<file path="config.mk">
export PLATFORM = sky130hd
export DESIGN_NAME = proc_multicycle_param
export DESIGN_NICKNAME = d
export VERILOG_FILES = /design/src/rtl/proc_pkg.sv /design/src/rtl/proc_alu.sv /design/src/rtl/proc_multicycle_param.sv
export SDC_FILE = /design/constraint.sdc
export NUM_CORES = 1
export LEC_CHECK = 0
export BUFFER_PORTS_ARGS = -buffer_cell sky130_fd_sc_hd__buf_2
export CAP_MARGIN = 0
export CELL_PAD_IN_SITES_DETAIL_PLACEMENT = 0
export CELL_PAD_IN_SITES_GLOBAL_PLACEMENT = 1
export CORE_MARGIN = 2
export CORE_UTILIZATION = 52
export CTS_BUF_LIST = sky130_fd_sc_hd__clkbuf_16
export CTS_CLUSTER_DIAMETER = 80
export DETAILED_ROUTE_END_ITERATION = 12
export GPL_ROUTABILITY_DRIVEN = 0
export PLACE_DENSITY_LB_ADDON = 0.1
export REMOVE_ABC_BUFFERS = 1
export SYNTH_ARGS = -nofsm -noshare
export SYNTH_HDL_FRONTEND = slang
export SYNTH_HIERARCHICAL = 1
export SYNTH_SLANG_ARGS = --single-unit
</file>
<file path="constraint.sdc">
create_clock -name Clock -period 4.8 [get_ports Clock]
set_clock_uncertainty 0.1 [all_clocks]
set_input_delay 0.48 -clock Clock [delete_from_list [all_inputs] [get_ports Clock]]
set_output_delay 0.48 -clock Clock [all_outputs]
set_load 0.01 [all_outputs]
</file>
<file path="src/rtl/proc_pkg.sv">
// proc_pkg: shared definitions for the parametrised multicycle processor.
//   - opcode encodings (instruction bits [15:12])
//   - one-hot debug stage codes driven on the stage output
//   - instruction field positions
//   - FSM state type and a decode helper for the T1 completion class
// Optional build macro used by the design: PROC_SIGNED_SLT_EN
package proc_pkg;

    localparam logic [3:0] OP_MV   = 4'd0;
    localparam logic [3:0] OP_MVI  = 4'd1;
    localparam logic [3:0] OP_ADD  = 4'd2;
    localparam logic [3:0] OP_SUB  = 4'd3;
    localparam logic [3:0] OP_AND  = 4'd4;
    localparam logic [3:0] OP_SLT  = 4'd5;
    localparam logic [3:0] OP_SLL  = 4'd6;
    localparam logic [3:0] OP_SRL  = 4'd7;
    localparam logic [3:0] OP_MVNZ = 4'd8;
    localparam logic [3:0] OP_LD   = 4'd9;
    localparam logic [3:0] OP_SD   = 4'd10;
    localparam logic [3:0] OP_HALT = 4'd15;

    localparam logic [3:0] ST_FETCH = 4'b1000;
    localparam logic [3:0] ST_T1    = 4'b0100;
    localparam logic [3:0] ST_T2    = 4'b0010;
    localparam logic [3:0] ST_T3    = 4'b0001;

    localparam int OP_MSB  = 15;
    localparam int OP_LSB  = 12;
    localparam int RA_MSB  = 11;
    localparam int RA_LSB  = 9;
    localparam int RB_MSB  = 8;
    localparam int RB_LSB  = 6;
    localparam int IMM_LSB = 0;

    typedef enum logic [2:0] {
        S_FETCH,
        S_T1,
        S_T2,
        S_T3,
        S_HALT
    } state_t;

    // Instructions that complete (assert Done) in T1. HALT parks instead.
    function automatic logic done_in_t1(input logic [3:0] op);
        return !(op inside {OP_ADD, OP_SUB, OP_LD, OP_SD, OP_HALT});
    endfunction

endpackage

</file>
<file path="src/rtl/proc_alu.sv">
// proc_alu: combinational ALU for the multicycle processor.
// Ports:
//   op     in  4       opcode (add, sub, and, slt, sll, srl; others give 0)
//   a      in  DATA_W  first operand (rA value)
//   b      in  DATA_W  second operand (rB value); low clog2(DATA_W) bits are the shift amount
//   result out DATA_W  operation result
// Build macro: PROC_SIGNED_SLT_EN selects signed slt; otherwise unsigned.
module proc_alu
    import proc_pkg::*;
#(
    parameter int DATA_W = 16
) (
    input  logic [3:0]        op,
    input  logic [DATA_W-1:0] a,
    input  logic [DATA_W-1:0] b,
    output logic [DATA_W-1:0] result
);

    localparam int SH_W = $clog2(DATA_W);

    always_comb begin
        result = '0;
        case (op)
            OP_ADD: result = a + b;
            OP_SUB: result = a - b;
            OP_AND: result = a & b;
`ifdef PROC_SIGNED_SLT_EN
            OP_SLT: result = ($signed(a) < $signed(b)) ? DATA_W'(1) : '0;
`else
            OP_SLT: result = (a < b) ? DATA_W'(1) : '0;
`endif
            OP_SLL: result = a << b[SH_W-1:0];
            OP_SRL: result = a >> b[SH_W-1:0];
            default: result = '0;
        endcase
    end

endmodule

</file>
<file path="src/rtl/proc_multicycle_param.sv">
// proc_multicycle_param: parametrised multicycle processor core with
// fetch/T1/T2/T3 step machine, 8-entry register bank, IMEM with a load
// port (usable while Run=0) and a small data memory.
// Ports:
//   Clock, Reset (sync, active-high), Run (1 = step, 0 = freeze)
//   iwr_en / iwr_addr / iwr_data : instruction-memory write port
//   Done    : high during an instruction's final step
//   Halted  : sticky once HALT executes, cleared by Reset
//   pc, stage (one-hot 1000/0100/0010/0001), reg_A, reg_B
//   contentA, contentB : operands latched at fetch (contentA tracks writes to rA)
//   Gtmp    : add/sub result register; out : last written/stored value
// Build macro: PROC_SIGNED_SLT_EN (signed slt and signed mvnz test).
module proc_multicycle_param
    import proc_pkg::*;
#(
    parameter int DATA_W     = 16,
    parameter int IMEM_DEPTH = 16,
    parameter int DMEM_DEPTH = 8
) (
    input  logic                          Clock,
    input  logic                          Reset,
    input  logic                          Run,
    input  logic                          iwr_en,
    input  logic [$clog2(IMEM_DEPTH)-1:0] iwr_addr,
    input  logic [15:0]                   iwr_data,
    output logic                          Done,
    output logic                          Halted,
    output logic [$clog2(IMEM_DEPTH)-1:0] pc,
    output logic [3:0]                    stage,
    output logic [2:0]                    reg_A,
    output logic [2:0]                    reg_B,
    output logic [DATA_W-1:0]             contentA,
    output logic [DATA_W-1:0]             contentB,
    output logic [DATA_W-1:0]             Gtmp,
    output logic [DATA_W-1:0]             out
);

    localparam int PC_W = $clog2(IMEM_DEPTH);
    localparam int DM_W = $clog2(DMEM_DEPTH);

    logic [15:0]       r_imem [IMEM_DEPTH];
    logic [DATA_W-1:0] r_regs [8];
    logic [DATA_W-1:0] r_dmem [DMEM_DEPTH];

    state_t            r_state;
    logic [3:0]        r_stage;
    logic              r_done, r_halted;
    logic [PC_W-1:0]   r_pc;
    logic [3:0]        r_op;
    logic [8:0]        r_imm9;
    logic [2:0]        r_ra, r_rb;
    logic [DATA_W-1:0] r_ca, r_cb, r_gtmp, r_out, r_tmp;

    logic [15:0]       w_fetch;
    logic [DATA_W-1:0] w_alu, w_imm, w_wr_data;
    logic              w_wr_en, w_gnz;
    logic [DM_W-1:0]   w_daddr;
    logic [PC_W-1:0]   w_pc_next;

    assign w_fetch   = r_imem[r_pc];
    assign w_imm     = DATA_W'(r_imm9);
    assign w_daddr   = r_cb[DM_W-1:0];
    assign w_pc_next = (r_pc == PC_W'(IMEM_DEPTH - 1)) ? '0 : r_pc + PC_W'(1);
`ifdef PROC_SIGNED_SLT_EN
    assign w_gnz     = ($signed(r_gtmp) != 0);
`else
    assign w_gnz     = (r_gtmp != '0);
`endif

    proc_alu #(.DATA_W(DATA_W)) u_alu (
        .op     (r_op),
        .a      (r_ca),
        .b      (r_cb),
        .result (w_alu)
    );

    // The load port is not reset so a program survives Reset.
    always_ff @(posedge Clock) begin
        if (iwr_en && !Run)
            r_imem[iwr_addr] <= iwr_data;
    end

    // Register-bank write for the step that completes an instruction.
    // Only add/sub ever reach T3, so T3 always writes Gtmp back.
    always_comb begin
        w_wr_en   = 1'b0;
        w_wr_data = r_cb;
        case (r_state)
            S_T1: begin
                case (r_op)
                    OP_MV:   w_wr_en = 1'b1;
                    OP_MVI:  begin w_wr_en = 1'b1; w_wr_data = w_imm; end
                    OP_AND, OP_SLT, OP_SLL, OP_SRL:
                             begin w_wr_en = 1'b1; w_wr_data = w_alu; end
                    OP_MVNZ: w_wr_en = w_gnz;
                    default: w_wr_en = 1'b0;
                endcase
            end
            S_T2: begin
                if (r_op == OP_LD) begin
                    w_wr_en   = 1'b1;
                    w_wr_data = r_tmp;
                end
            end
            S_T3: begin
                w_wr_en   = 1'b1;
                w_wr_data = r_gtmp;
            end
            default: w_wr_en = 1'b0;
        endcase
    end

    always_ff @(posedge Clock) begin
        if (Reset) begin
            for (int i = 0; i < 8; i++)          r_regs[i] <= DATA_W'(i);
            for (int i = 0; i < DMEM_DEPTH; i++) r_dmem[i] <= DATA_W'(i);
            r_state  <= S_FETCH;
            r_stage  <= ST_FETCH;
            r_done   <= 1'b0;
            r_halted <= 1'b0;
            r_pc     <= '0;
            r_op     <= '0;
            r_imm9   <= '0;
            r_ra     <= '0;
            r_rb     <= '0;
            r_ca     <= '0;
            r_cb     <= '0;
            r_gtmp   <= '0;
            r_out    <= '0;
            r_tmp    <= '0;
        end else if (Run) begin
            if (w_wr_en) begin
                r_regs[r_ra] <= w_wr_data;
                r_ca         <= w_wr_data;
                r_out        <= w_wr_data;
            end
            case (r_state)
                S_FETCH: begin
                    r_op    <= w_fetch[OP_MSB:OP_LSB];
                    r_imm9  <= w_fetch[RB_MSB:IMM_LSB];
                    r_ra    <= w_fetch[RA_MSB:RA_LSB];
                    r_rb    <= w_fetch[RB_MSB:RB_LSB];
                    r_ca    <= r_regs[w_fetch[RA_MSB:RA_LSB]];
                    r_cb    <= r_regs[w_fetch[RB_MSB:RB_LSB]];
                    r_done  <= done_in_t1(w_fetch[OP_MSB:OP_LSB]);
                    r_state <= S_T1;
                    r_stage <= ST_T1;
                end
                S_T1: begin
                    case (r_op)
                        OP_ADD, OP_SUB: begin
                            r_state <= S_T2;
                            r_stage <= ST_T2;
                        end
                        OP_LD, OP_SD: begin
                            r_tmp   <= (r_op == OP_LD) ? r_dmem[w_daddr] : r_ca;
                            r_done  <= 1'b1;
                            r_state <= S_T2;
                            r_stage <= ST_T2;
                        end
                        OP_HALT: begin
                            // Park with stage left at T1; only Reset leaves S_HALT.
                            r_halted <= 1'b1;
                            r_state  <= S_HALT;
                        end
                        default: begin
                            r_done  <= 1'b0;
                            r_pc    <= w_pc_next;
                            r_state <= S_FETCH;
                            r_stage <= ST_FETCH;
                        end
                    endcase
                end
                S_T2: begin
                    if (r_op == OP_LD || r_op == OP_SD) begin
                        if (r_op == OP_SD) begin
                            r_dmem[w_daddr] <= r_tmp;
                            r_out           <= r_tmp;
                        end
                        r_done  <= 1'b0;
                        r_pc    <= w_pc_next;
                        r_state <= S_FETCH;
                        r_stage <= ST_FETCH;
                    end else begin
                        r_gtmp  <= w_alu;
                        r_done  <= 1'b1;
                        r_state <= S_T3;
                        r_stage <= ST_T3;
                    end
                end
                S_T3: begin
                    r_done  <= 1'b0;
                    r_pc    <= w_pc_next;
                    r_state <= S_FETCH;
                    r_stage <= ST_FETCH;
                end
                S_HALT: begin
                    r_state <= S_HALT;
                end
                default: begin
                    r_state <= S_FETCH;
                    r_stage <= ST_FETCH;
                end
            endcase
        end
    end

    assign Done     = r_done;
    assign Halted   = r_halted;
    assign pc       = r_pc;
    assign stage    = r_stage;
    assign reg_A    = r_ra;
    assign reg_B    = r_rb;
    assign contentA = r_ca;
    assign contentB = r_cb;
    assign Gtmp     = r_gtmp;
    assign out      = r_out;

endmodule

</file>
==> metrics.txt, run 1 <==
number of global-route vias before repair 21000; Netlist cell types 87; combined area of the multi-input logic cells about 12000 µm²; Boundary Pins 104; post-synth top area share 50.3%; Clk pwr share 39.2%; part of the power in registers 48.0%; post-detailed-route via-to-cell ratio 6.41; most frequent cell after synthesis edfxtp_1; switch share 26.2%; clock tree from TritonCTS done; worst-case headroom to the max-slew limit 20.7%; count of max-cap constraint violations 0; Area Growth Syn to Fin 12.4%; most used flip-flop cell after synthesis edfxtp_1; Internal Pwr Total around 9500 µW; antenna-violating nets left 0; TritonCTS Buffers just under 70; Fmax achieved approximately 0.23 GHz; number of antenna violations at the first check in global routing 3; synthesized netlist cell count 2442; pins over their slew limit 0; total routing usage reported by global routing 31.3%; main area contributors after synthesis edfxtp_1 50%, dfxtp_1 7.4%, mux4_2 7.2%; global route total overflow 0; area of the core a little under 60000 µm²; setup repair after global routing missed its margin no; CTS resizes 0; pin count of the biggest net entering global routing 65; total negative slack for setup checks 0 ns; Critical Path End Type flop; average wire per cell in the routed design ~28 µm; Setup violations, final 0; buffer type at the clock tree root clkbuf_16; core occupancy in the finished layout 59.3%; maximum buffer depth of the clock tree 3; global-route wire length before repair 138000 µm; category of the worst setup path launch point flop; slew at the pin closest to its max-slew limit approximately 1.2 ns; H-tree depth 3; critical path class flop to flop; Leak Pwr 0.0124 µW; Detailed Route Iter0 Violations 2449; Worst Path Max Fanout 47; total setup buffers inserted after CTS 0; largest voltage drop on the vdd net between 0.0003 and 0.0004 V; cell taking the most area after synthesis edfxtp_1; detailed-route DRC error count 0; antenna fix cells 0; die outline width around 250 µm; Data required, critical path 5.06 ns; run status finished, final reports clean; fill cell instance count of the final layout 4717; combinational fraction of design power 12.9%; minimum setup slack after placement 0.626 ns; Post-DP Area 32200 µm²; Total Routed Length approximately 95000 µm; clk slew on worst S/H paths 0.06 ns; power dissipated by switching net loads around 3400 µW; number of synthesized flops with an enable pin 512; HPWL after detailed placement 62900 µm; Post-Synthesis Mean Instance Area around 13 µm²; path type of the worst min-delay path input pin to flop; number of sinks on the clock net around 630; final cycle utilization of the critical path 89.5%; proportion of layout cells with a drive suffix above 1 18.7%; hold violation count in the final report 0; Yosys Warn Count 6; final net count 2610; most frequent cells after synthesis 512 x edfxtp_1, 343 x nor2_1, 198 x mux2i_1; Pre-antenna DRT Iters 8; critical path arrival 4.56 ns; post-cts hold buffer count 0; die area 60700 µm²; initial core utilization between 50% and 60%; power density relative to cell area 374 nW/µm²; sequential cell area 17700 µm²; async set-reset flop share out of synthesis 0%; detailed-route via count about 22000; vertical die dimension 246 µm; #FFs+latches synth 625; clock latency at the later pin of the worst-skew pair 0.62 ns; fin worst setup slack 0.505 ns; count of input and output buffers 103; Power, Total approximately 13000 µW; sequential area share after synthesis approximately 58%; total standard cell area after synthesis 30500 µm²; design area 34300 µm²; Period minus WS final 4.29 ns; number of placement rows 88
==> path summary, 6_finish.rpt <==
kind	to	startpoint	cells past startpoint	slack (ns)
worst max-delay path	contentA[2]$_SDFFE_PP0P_	contentB[0]$_SDFFE_PP0P_	13	0.51
worst min-delay path	r_imem[15][11]$_DFFE_PP_	iwr_data[11]	1	0.13
worst max register to register	contentA[2]$_SDFFE_PP0P_	contentB[0]$_SDFFE_PP0P_	13	0.51
worst min register to register	out[0]$_SDFFE_PP0P_	out[0]$_SDFFE_PP0P_	2	0.37
==> power groups by stage <==
| stage | Sequential, µW | Clock (µW) | Combinational (µW) |
|---|---|---|---|
| final | 6150 | 5030 | 1650 |
| after detailed placement | 6260 | 0 | 1610 |
| after global routing | 6160 | 5310 | 1750 |
| after floorplan | 6290 | 0 | 968 |
| after global placement | 6250 | 0 | 1610 |
| after CTS | 6150 | 5100 | 1620 |
==> placed cells by master (no fill, tap or decap), types with 23 or more instances in the layout <==
master,netlist,final
nor2_1,343,331
mux4_2,98,98
a211oi_1,31,31
dfxtp_1,113,108
and2_1,120,120
ha_1,34,34
mux2_2,27,27
inv_1,36,53
o22ai_1,34,34
buf_4,14,104
a21oi_1,108,108
clkbuf_16,0,68
o21ai_0,50,46
edfxtp_1,512,512
nand3_1,53,53
a22oi_1,52,52
buf_2,39,102
nand2_1,129,129
o221ai_1,23,23
nor3_1,36,31
mux2i_1,198,196
nand2b_1,33,33
==> flip-flops by register name, summed over array words and instances, names as in the netlist, 16 cells and up, named ones only <==
signal	cells
Gtmp	16
contentA	16
contentB	16
out	16
r_dmem	128
r_imem	256
r_regs	128
r_tmp	16
==> layer usage <==
metal  track usage (%)  vias up  part of all wire [%]
li1                  -     9467                     -
met1              42.6    10800                    41
met2              50.1     1089                    47
met3              5.86      201                   8.6
met4              11.9        0                   3.5
met5                 0        -                     0
==> layout make-up <==
class | count | area share (%)
sequential | 625 | 51.4
multi-input combinational | 1604 | 35.0
clock buffer | 68 | 4.96
timing repair buffer | 211 | 4.05
tap | 765 | 2.79
clock inverter | 56 | 1.30
inverter | 40 | 0.437
==> critical path, stage by stage (launching register included) <==
cell,delay (ns)
dfxtp_2,0.36
buf_4,0.52
inv_1,0.13
ha_1,0.28
o21ai_0,0.33
nor3_1,0.10
a221o_1,0.27
a21oi_1,0.14
o21ai_0,0.26
o221ai_1,0.27
o22ai_1,0.12
a211oi_1,0.33
o21bai_1,0.40
o311ai_0,0.44
==> cell families (layout without fill, tap and decap cells) <==
group | after synthesis | in the layout | synth area share, %
simple gates | 802 | 802 | 12.4
fa+ha+maj | 36 | 36 | 1.52
mux | 328 | 328 | 15.1
xor+xnor | 16 | 16 | 0.459
compound gates | 422 | 422 | 9.60
buf+inv | 213 | 375 | 3.19
flops | 625 | 625 | 57.7
==> through the flow <==
step           std cells  hold WS, ns
6_report            3369        0.132
5_1_grt             3369        0.136
4_1_cts             3369        0.108
3_5_place_dp        3245        0.353
3_3_place_gp        3245        0.345
2_1_floorplan       2269        0.330
No activity file was read; power rests on OpenSTA's default activity.
==> run 2: changes to the inputs <==
- MAX_ROUTING_LAYER: unset -> met4
==> run 2 against run 1 <==
  * Hold slack barely moved
  * Global-route usage up 0.96 points
  * Die area unchanged
  * Clock-buffer cell count is the same
  * Cell count about the same
  * Register-to-register slack better by 0.02 ns
  * Highest routed layer unchanged
  * Sequential share of layout area about the same
  * Wire length shrank 0.26%
  * Largest power group unchanged
==> metrics.txt, run 2 (synthesized netlist as in run 1, its figures left out) <==
run status finished, final reports clean; power dissipated by switching net loads 3370 µW (about the same); Fmax achieved 0.234 GHz (+0.37%); sequential cell area 17700 µm² (unchanged); post-cts hold buffer count 0 (unchanged); launch point of the worst path contentA[0]$_SDFFE_PP0P_; Clk pwr share 39.2% (about the same); detailed-route via count 21600 (+0.14%); combined area of the multi-input logic cells 12000 µm² (unchanged); clock tree from TritonCTS done; max FFs per register 256 (unchanged); most frequent cells in the layout 512 x edfxtp_1, 331 x nor2_1, 196 x mux2i_1; area of the core 57900 µm² (unchanged); final cycle utilization of the critical path 89.1% (-0.33 points); Pre-antenna DRT Iters 8 (unchanged); number of global-route vias before repair 21000 (+0.086%); global-route wire length before repair 139000 µm (about the same); Internal Pwr Total 9460 µW (about the same); hold violation count in the final report 0 (unchanged); fill cell instance count of the final layout 4716 (-0.021%); vertical die dimension 246 µm (unchanged); path type of the worst min-delay path input pin to flop; Power, Total 12800 µW (about the same); Leak Pwr 0.0124 µW (unchanged); detailed-route DRC error count 0 (unchanged); final net count 2610 (unchanged); number of placement rows 88 (unchanged); Worst Path Max Fanout 9 (-81%); die area 60700 µm² (unchanged); clock latency at the later pin of the worst-skew pair 0.62 ns (about the same); pin count of the biggest net entering global routing 65 (unchanged); H-tree depth 3 (unchanged); Boundary Pins 104 (unchanged); Post-DP Area 32200 µm² (unchanged); critical path class flop to flop; pins over their slew limit 0 (unchanged); initial core utilization 52.7% (unchanged); CTS resizes 0 (unchanged); start of the worst register-to-register path contentA[0]$_SDFFE_PP0P_; HPWL after detailed placement 62900 µm (unchanged); largest voltage drop on the vdd net 0.000312 V (about the same); TritonCTS Buffers 68 (unchanged); design area 34300 µm² (about the same); critical path arrival 4.50 ns (-0.06 ns); Total Routed Length 94700 µm (-0.26%); clk slew on worst S/H paths 0.06 ns (about the same); buffer type at the clock tree root clkbuf_16; setup repair after global routing missed its margin no; Critical Path End Type flop; Data required, critical path 5.02 ns (-0.04 ns); average wire per cell in the routed design 28.1 µm (-0.29%); number of antenna violations at the first check in global routing 3 (unchanged); total routing usage reported by global routing 32.3% (+0.96 points); register with the most flip-flops r_imem; switch share 26.3% (about the same); combinational fraction of design power 12.9% (about the same); die outline width 246 µm (unchanged); Detailed Route Iter0 Violations 2598 (+6.1%); slew at the pin closest to its max-slew limit 1.18 ns (-0.0114 ns); startpoint of the lowest-slack hold path iwr_data[11]; maximum buffer depth of the clock tree 3 (unchanged); worst path cell trace inv_1 -> ha_1 -> fa_1 -> nand2b_1 -> a21oi_1 -> o22ai_1 -> o311ai_2 -> a22oi_1 -> xor2_1 -> o211ai_1 -> nand2_1 -> a21oi_1 -> a221o_1 -> a21oi_1 -> nor2_1; dominant cell type by count on the critical path a21oi_1; antenna-violating nets left 0 (unchanged); post-detailed-route via-to-cell ratio 6.41 (+0.11%); number of sinks on the clock net 625 (unchanged); Setup violations, final 0 (unchanged); Period minus WS final 4.28 ns (-0.0159 ns); count of max-cap constraint violations 0 (unchanged); delay contributed by the slowest stage of the critical path 0.65 ns (+0.13 ns); global route total overflow 0 (unchanged); category of the worst setup path launch point flop; proportion of layout cells with a drive suffix above 1 18.7% (unchanged); power density relative to cell area 374 nW/µm² (about the same); part of the power in registers 47.9% (about the same); largest registers in the final layout r_imem x256, r_dmem x128, r_regs x128; worst hold slack 0.131 ns (-0.000262 ns); total setup buffers inserted after CTS 0 (unchanged); Area Growth Syn to Fin 12.4% (about the same); most frequent standard cell in the layout excluding fill and tap cells edfxtp_1; count of input and output buffers 103 (unchanged); worst-case headroom to the max-slew limit 21.2% (+0.54 points); critical-path cell with the highest stage delay a21oi_1
run 2: path summary, 6_finish.rpt:
check | to | slack, ns | depth (start not counted)
max | r_regs[0][14]$_SDFFCE_PN0P_ | 0.52 | 15
min | r_imem[15][11]$_DFFE_PP_ | 0.13 | 1
max reg2reg | r_regs[0][14]$_SDFFCE_PN0P_ | 0.52 | 15
min reg2reg | out[2]$_SDFFE_PP0P_ | 0.37 | 1
run 2: per-layer routing:
metal	routed length, µm	track usage (%)	vias to the layer above	share of wire (%)
met5	0	-	-	0
met4	3390	11.9	0	3.6
met3	8150	5.71	219	8.6
met2	44700	50.0	1117	47
met1	38400	42.9	10800	41
li1	-	-	9463	-
run 2: final cells by class:
type | count | area share, %
Antenna cell | 1 | 0.00729
Clock buffer | 68 | 4.96
Clock inverter | 56 | 1.30
Inverter | 40 | 0.437
Multi-Input combinational cell | 1604 | 35.0
Sequential cell | 625 | 51.4
Tap cell | 765 | 2.79
Timing Repair Buffer | 211 | 4.05
run 2: power by group through the flow:
stage | Combinational, µW | Clock, µW | Sequential [µW]
final | 1650 | 5030 | 6150
after global routing | 1750 | 5310 | 6160
after CTS | 1620 | 5100 | 6150
after detailed placement | 1610 | 0 | 6260
after global placement | 1610 | 0 | 6250
after floorplan | 968 | 0 | 6290
run 2: metrics by stage:
step / worst slack, ns / setup TNS (ns) / cells / utilization, %
5_1_grt: 0.296 / 0 / 3370 / 59.3
3_3_place_gp: 0.626 / 0 / 3245 / 55.6
4_1_cts: 0.628 / 0 / 3369 / 59.3
6_report: 0.521 / 0 / 3370 / 59.3
2_1_floorplan: -3.77 / -213.75 / 2269 / -
3_5_place_dp: 0.626 / 0 / 3245 / 55.6
run 2: critical path: cells and delay by family, from the launching register on:
family                     cells  cell delay [ns]
DFF                            1             0.46
and+or+nand+nor                3             0.40
xor gates and xnor gates       1             0.17
adders and majority gates      2             0.63
AOI/OAI and AO/OA              8             2.13
buffers and inverters          1             0.10
